[src/rtl/sim_run_ctrl_if.sv]
//----------------------------------------------------------------------------
// sim_run_ctrl_if : run-control bundle between harness top and run sequencer
// Revision 1.0
//----------------------------------------------------------------------------
`default_nettype none

interface sim_run_ctrl_if #(
  parameter int CNT_W = 32
) ();
  logic             start_i;
  logic             boot_sel_i;
  logic [CNT_W-1:0] max_cycles_i;
  logic             load_done_i;
  logic             exit_valid_i;
  logic [31:0]      exit_value_i;

  logic             dut_rst_no;
  logic             load_req_o;
  logic             set_exit_loop_o;
  logic             run_active_o;
  logic             done_o;
  logic [1:0]       status_o;
  logic [31:0]      exit_value_o;
  logic [CNT_W-1:0] cycle_cnt_o;

  modport master (
    output start_i, boot_sel_i, max_cycles_i, load_done_i, exit_valid_i, exit_value_i,
    input  dut_rst_no, load_req_o, set_exit_loop_o, run_active_o, done_o,
           status_o, exit_value_o, cycle_cnt_o
  );

  modport slave (
    input  start_i, boot_sel_i, max_cycles_i, load_done_i, exit_valid_i, exit_value_i,
    output dut_rst_no, load_req_o, set_exit_loop_o, run_active_o, done_o,
           status_o, exit_value_o, cycle_cnt_o
  );
endinterface

`default_nettype wire

[src/rtl/sim_run_ctrl.sv]
//----------------------------------------------------------------------------
// sim_run_ctrl : reset / firmware-load / exit / cycle-limit run sequencer
// Revision 1.0
//----------------------------------------------------------------------------
`default_nettype none

module sim_run_ctrl #(
  parameter int RESET_WAIT_CYCLES = 50,
  parameter int CNT_W             = 32
) (
  input  logic           clk_i,
  input  logic           rst_ni,
  sim_run_ctrl_if.slave  bus
);

  localparam int WAIT_W = (RESET_WAIT_CYCLES > 0) ? $clog2(RESET_WAIT_CYCLES + 1) : 1;
  localparam logic [WAIT_W-1:0] c_wait_last =
    WAIT_W'((RESET_WAIT_CYCLES > 0) ? RESET_WAIT_CYCLES - 1 : 0);

  localparam logic [2:0] c_idle     = 3'd0;
  localparam logic [2:0] c_hold     = 3'd1;
  localparam logic [2:0] c_post     = 3'd2;
  localparam logic [2:0] c_load     = 3'd3;
  localparam logic [2:0] c_exitloop = 3'd4;
  localparam logic [2:0] c_run      = 3'd5;
  localparam logic [2:0] c_done     = 3'd6;

  logic [2:0]        r_state;
  logic [2:0]        w_next;
  logic [WAIT_W-1:0] r_wait;
  logic              r_boot_sel;
  logic [CNT_W-1:0]  r_cnt;
  logic              r_dut_rst_n;
  logic              r_load_req;
  logic              r_set_exit;
  logic              r_run_active;
  logic              r_done;
  logic [1:0]        r_status;
  logic [31:0]       r_exit_val;

  logic w_timeout;
  logic w_wait_done;
  logic w_counting;
  logic w_exit;

  assign w_timeout   = (bus.max_cycles_i != '0) && (r_cnt >= bus.max_cycles_i);
  assign w_wait_done = (r_wait == c_wait_last);
  assign w_counting  = (r_state == c_post) || (r_state == c_load) ||
                       (r_state == c_exitloop) || (r_state == c_run);
  assign w_exit      = (r_state == c_run) && bus.exit_valid_i;

  // Exit is tested before timeout in RUN so a coincident strobe wins.
  always_comb begin
    w_next = r_state;
    case (r_state)
      c_idle:     if (bus.start_i) w_next = c_hold;
      c_hold:     if (w_wait_done) w_next = c_post;
      c_post:     if (w_timeout) w_next = c_done;
                  else if (w_wait_done) w_next = r_boot_sel ? c_run : c_load;
      c_load:     if (w_timeout) w_next = c_done;
                  else if (bus.load_done_i) w_next = c_exitloop;
      c_exitloop: w_next = w_timeout ? c_done : c_run;
      c_run:      if (w_exit || w_timeout) w_next = c_done;
      c_done:     if (bus.start_i) w_next = c_hold;
      default:    w_next = c_idle;
    endcase
  end

  always_ff @(posedge clk_i) begin
    if (!rst_ni) begin
      r_state      <= c_idle;
      r_wait       <= '0;
      r_boot_sel   <= 1'b0;
      r_cnt        <= '0;
      r_dut_rst_n  <= 1'b0;
      r_load_req   <= 1'b0;
      r_set_exit   <= 1'b0;
      r_run_active <= 1'b0;
      r_done       <= 1'b0;
      r_status     <= 2'b00;
      r_exit_val   <= '0;
    end else begin
      r_state      <= w_next;
      // Outputs are decoded from the next state so they change on the transition edge.
      r_dut_rst_n  <= (w_next != c_idle) && (w_next != c_hold);
      r_load_req   <= (w_next == c_load);
      r_set_exit   <= (w_next == c_exitloop);
      r_run_active <= (w_next == c_run);
      r_done       <= (w_next == c_done);

      if (w_next != r_state) begin
        r_wait <= '0;
      end else if ((r_state == c_hold) || (r_state == c_post)) begin
        r_wait <= r_wait + 1'b1;
      end

      if (w_next == c_hold && r_state != c_hold) begin
        r_boot_sel <= bus.boot_sel_i;
        r_cnt      <= '0;
        r_status   <= 2'b00;
        r_exit_val <= '0;
      end else begin
        if (w_counting && (r_cnt != '1)) begin
          r_cnt <= r_cnt + 1'b1;
        end
        if (w_exit) begin
          r_exit_val <= bus.exit_value_i;
          r_status   <= (bus.exit_value_i == 32'd0) ? 2'b01 : 2'b10;
        end else if (w_next == c_done && r_state != c_done) begin
          r_status   <= 2'b11;
        end
      end
    end
  end

  assign bus.dut_rst_no      = r_dut_rst_n;
  assign bus.load_req_o      = r_load_req;
  assign bus.set_exit_loop_o = r_set_exit;
  assign bus.run_active_o    = r_run_active;
  assign bus.done_o          = r_done;
  assign bus.status_o        = r_status;
  assign bus.exit_value_o    = r_exit_val;
  assign bus.cycle_cnt_o     = r_cnt;

endmodule

`default_nettype wire
[src/flat_wrapper.sv]
// flat-port wrapper written by rule: the top's interface ports become plain ports
module sim_run_ctrl_flat 
#(
  parameter int RESET_WAIT_CYCLES = 50,
  parameter int CNT_W             = 32
)
  (clk_i, rst_ni, bus_start_i, bus_boot_sel_i, bus_max_cycles_i, bus_load_done_i, bus_exit_valid_i, bus_exit_value_i, bus_dut_rst_no, bus_load_req_o, bus_set_exit_loop_o, bus_run_active_o, bus_done_o, bus_status_o, bus_exit_value_o, bus_cycle_cnt_o);
  sim_run_ctrl_if #(.CNT_W(CNT_W)) bus_i ();
  input  logic clk_i;
  input  logic rst_ni;
  input wire logic [$bits(bus_i.start_i)-1:0] bus_start_i;
  input wire logic [$bits(bus_i.boot_sel_i)-1:0] bus_boot_sel_i;
  input wire logic [$bits(bus_i.max_cycles_i)-1:0] bus_max_cycles_i;
  input wire logic [$bits(bus_i.load_done_i)-1:0] bus_load_done_i;
  input wire logic [$bits(bus_i.exit_valid_i)-1:0] bus_exit_valid_i;
  input wire logic [$bits(bus_i.exit_value_i)-1:0] bus_exit_value_i;
  output wire logic [$bits(bus_i.dut_rst_no)-1:0] bus_dut_rst_no;
  output wire logic [$bits(bus_i.load_req_o)-1:0] bus_load_req_o;
  output wire logic [$bits(bus_i.set_exit_loop_o)-1:0] bus_set_exit_loop_o;
  output wire logic [$bits(bus_i.run_active_o)-1:0] bus_run_active_o;
  output wire logic [$bits(bus_i.done_o)-1:0] bus_done_o;
  output wire logic [$bits(bus_i.status_o)-1:0] bus_status_o;
  output wire logic [$bits(bus_i.exit_value_o)-1:0] bus_exit_value_o;
  output wire logic [$bits(bus_i.cycle_cnt_o)-1:0] bus_cycle_cnt_o;
  assign bus_i.start_i = bus_start_i;
  assign bus_i.boot_sel_i = bus_boot_sel_i;
  assign bus_i.max_cycles_i = bus_max_cycles_i;
  assign bus_i.load_done_i = bus_load_done_i;
  assign bus_i.exit_valid_i = bus_exit_valid_i;
  assign bus_i.exit_value_i = bus_exit_value_i;
  assign bus_dut_rst_no = bus_i.dut_rst_no;
  assign bus_load_req_o = bus_i.load_req_o;
  assign bus_set_exit_loop_o = bus_i.set_exit_loop_o;
  assign bus_run_active_o = bus_i.run_active_o;
  assign bus_done_o = bus_i.done_o;
  assign bus_status_o = bus_i.status_o;
  assign bus_exit_value_o = bus_i.exit_value_o;
  assign bus_cycle_cnt_o = bus_i.cycle_cnt_o;
  sim_run_ctrl #(.RESET_WAIT_CYCLES(RESET_WAIT_CYCLES), .CNT_W(CNT_W)) u_core (.clk_i(clk_i), .rst_ni(rst_ni), .bus(bus_i));
endmodule
[config.mk]
export PLATFORM = sky130hd
export DESIGN_NAME = sim_run_ctrl_flat
export DESIGN_NICKNAME = d
export VERILOG_FILES = /design/src/rtl/sim_run_ctrl_if.sv /design/src/rtl/sim_run_ctrl.sv /design/src/flat_wrapper.sv
export SDC_FILE = /design/constraint.sdc
export NUM_CORES = 1
export LEC_CHECK = 0
export BUFFER_PORTS_ARGS = -buffer_cell sky130_fd_sc_hd__buf_4
export CAP_MARGIN = 20
export CORE_MARGIN = 2
export CORE_UTILIZATION = 46
export DETAILED_ROUTE_END_ITERATION = 10
export PLACE_DENSITY = 0.76
export SYNTH_ARGS = -nofsm -noshare
export SYNTH_HDL_FRONTEND = slang
export SYNTH_SLANG_ARGS = --single-unit
[constraint.sdc]
create_clock -name clk_i -period 2.8 [get_ports clk_i]
set_input_delay 0.56 -clock clk_i [delete_from_list [all_inputs] [get_ports clk_i]]
set_output_delay 0.56 -clock clk_i [all_outputs]
set_load 0.05 [all_outputs]
==> flow_summary.toml <==
[clocking]
ctsLongestPathBuffers = 2
tritoncts = "built"
root_buffer = "clkbuf_8"
cts_buffers = 9
clock_latency_ns = 0.36
cts.clk_slew.worst_paths_ns = 0.10
numClockSinks = 81
holdBufCountCts = 0
cts_max_level = 3

[global_routing]
overflow = 0
grt_max_degree = 34
grt_pass1_wl_um = 19800
grt_pass1_vias = 4314
grt_usage_pct = 23.3
grt_antenna_before_repair = 0

[drt]
vias = 4527
wl_per_cell_um = 14.2
wl_um = 12200
drt_first_iter_violations = 207
vias_per_cell = 5.28
ant_nets = 0
firstDrtPassIters = 4
route.detailed.drc = 0

[sta]
max_slew_margin_pct = 63.5
whs_ns = 0.440
tns_ns = 0
worstMarginPinSlew_ns = 0.547
setup_viol = 0
finalHoldViolCount = 0
slew_viol_final = 0
timing.fmax_mhz = 379
clock_skew_ns = 0.0135
finalWorstSetupSlack_ns = 0.164
grt_setup_unrepaired = "false"
layout_worst_path_cycle_share_pct = 94.1
final.min_clock_period_ns = 2.64

[final_layout]
final_nets = 825
final_core_util_pct = 63.3
area_growth_pct = 35.7
antenna_cells = 0
drive_gt1_share_pct = 29.8

[yosys]
synth_async_sr_flop_share_pct = 0
synth.largest_area_cell = "dfxtp_1"
synth_seq_cells = 81
ys_seq_area_share_pct = 36.2
syn-num-nets = 664
synth_common_cells = "nand2_1, dfxtp_1, a21oi_1"
synth_cells = 559
avgSynthCellArea_um2 = 8.01
ys.flop_type = "dfxtp_1"
yosys.area.top_type_share_pct = 36.2
yosys_warnings = 0
netlist_area_mm2 = 0.00448
yosysUniqueCellTypes = 53
synthTopCellsByArea = "dfxtp_1, ha_1, nand2_1"
synth_edf_count = 0
synth.most_common_cell = "nand2_1"

[floorplan]
dieArea_mm2 = 0.0105
num_rows = 36
dieWidth_um = 103
core_mm2 = 0.00959
io_pins = 141
start_util_pct = 46.7
chipHeight_um = 103

[min_path]
min_path_type = "primary input to register"
min_from = "bus_exit_value_i[15]"

[setup_path]
path_delay_family = "simple AND/OR/NAND/NOR gates"
ff2ff_setup_slack_ns = 0.16
crit_path_end_kind = "register"
startpoint_type = "register"
crit_chain = "ha_1 -> nand4_1 -> or4_4 -> a2bb2oi_2 -> buf_4 -> and2_2 -> a41oi_1 -> a2111oi_4 -> and2_1"
critPathBufInv = 1
crit_path_start = "u_core.bus.cycle_cnt_o[26]"
cp.arrival_ns = 2.89
regToRegStartpoint = "u_core.bus.cycle_cnt_o[26]"
crit_slowest_cell = "or4_4"
critical_path_peak_fanout = 6
slowest_delay_ns = 0.57
critical_path_class = "register to register"
cp.required_ns = 3.06

[power_and_ir_drop]
clkPwrFrac_pct = 38.4
max-vdd-ir-drop_mv = 0.384
p_per_area_mw_per_mm2 = 367
power_switching_uw = 611
combPwrFrac_pct = 9.4
pwr-share-seq_pct = 52.2
power_leakage_nw = 2.66
finalPower_mw = 2.23
swShare_pct = 27.4
internal_power_mw = 1.62

[placement]
post-dp-hpwl_um = 9590
dp_slack_ns = -0.217
io_buffers = 140
gp_congestion = 0.974

[run_status]
outcome = "finished, final reports clean"

[flow_run]
drv_cap = 0
==> worst paths after layout <==
path,end,cells past startpoint
setup / recovery,u_core.r_wait[5],9
hold / removal,u_core.bus.exit_value_o[15],3
setup reg to reg,u_core.r_wait[5],9
hold reg to reg,u_core.bus.exit_value_o[23],2
==> cell type report <==
cell class / instances / area (um2)
Clock buffer: 9 / 124
Clock inverter: 7 / 76.3
Fill cell: 856 / 3520
Inverter: 40 / 150
Multi-Input combinational cell: 420 / 2660
Sequential cell: 81 / 1640
Tap cell: 133 / 166
Timing Repair Buffer: 168 / 1260
==> placed cells by master (no fill, tap or decap), types with 11 or more instances in the layout <==
| cell | instances |
|---|---|
| dfxtp_1 | 68 |
| ha_1 | 35 |
| nor4_1 | 17 |
| inv_1 | 40 |
| dfxtp_2 | 13 |
| and2_1 | 12 |
| nand3_1 | 18 |
| xor2_1 | 12 |
| o21ai_0 | 13 |
| nand2_1 | 92 |
| a21oi_1 | 55 |
| xnor2_1 | 18 |
| nor3_1 | 11 |
| nor2_1 | 41 |
| nand4_1 | 16 |
| buf_4 | 168 |
==> power by group through the flow <==
| stage | clock (mW) | sequential, mW | combinational, mW |
|---|---|---|---|
| after floorplan | 0 | 1.19 | 0.0894 |
| after global placement | 0 | 1.19 | 0.201 |
| after detailed placement | 0 | 1.19 | 0.206 |
| after CTS | 0.876 | 1.16 | 0.206 |
| after global routing | 0.916 | 1.16 | 0.232 |
| final | 0.857 | 1.16 | 0.209 |
==> worst min-delay path: stages <==
cell,delay [ns]
buf_4,0.11
nand2_1,0.05
a21oi_1,0.05
==> state kept, by name, indices dropped and copies added (netlist names) <==
| name | cells |
|---|---|
| u_core.bus.dut_rst_no | 1 |
| u_core.bus.cycle_cnt_o | 32 |
| u_core.bus.status_o | 2 |
| u_core.r_wait | 6 |
| u_core.bus.run_active_o | 1 |
| u_core.bus.done_o | 1 |
| u_core.bus.set_exit_loop_o | 1 |
| u_core.bus.exit_value_o | 32 |
| u_core.r_boot_sel | 1 |
| u_core.bus.load_req_o | 1 |
| u_core.r_state | 3 |
==> per-layer routing <==
| layer | track usage [%] | wire, um |
|---|---|---|
| met5 | 0 | 0 |
| met2 | 39.3 | 6020 |
| met3 | 5.15 | 799 |
| met1 | 30.2 | 5190 |
| met4 | 6.36 | 161 |
==> timing repair <==
item,in CTS,in global routing
endpoints found under the setup margin,0,8
setup buffers,0,1
gates resized for setup,0,6
==> logic make-up (layout without fill, tap and decap cells) <==
| kind of cell | count (synthesis) | count (layout) | share of synthesized area (%) |
|---|---|---|---|
| buffers and inverters | 58 | 224 | 4.86 |
| AOI/OAI and AO/OA | 101 | 101 | 14.8 |
| DFF | 81 | 81 | 36.2 |
| xor gates and xnor gates | 30 | 30 | 5.87 |
| adders and majority gates | 35 | 35 | 9.78 |
| muxes | 2 | 2 | 0.447 |
| and+or+nand+nor | 252 | 252 | 28.1 |
==> through the flow <==
step	instances	cell area [um2]
finish	858	6070
global route	858	6070
CTS	857	6050
detailed placement	841	5850
global placement	841	5850
floorplan	559	4490
No activity file was read; power rests on OpenSTA's default activity.
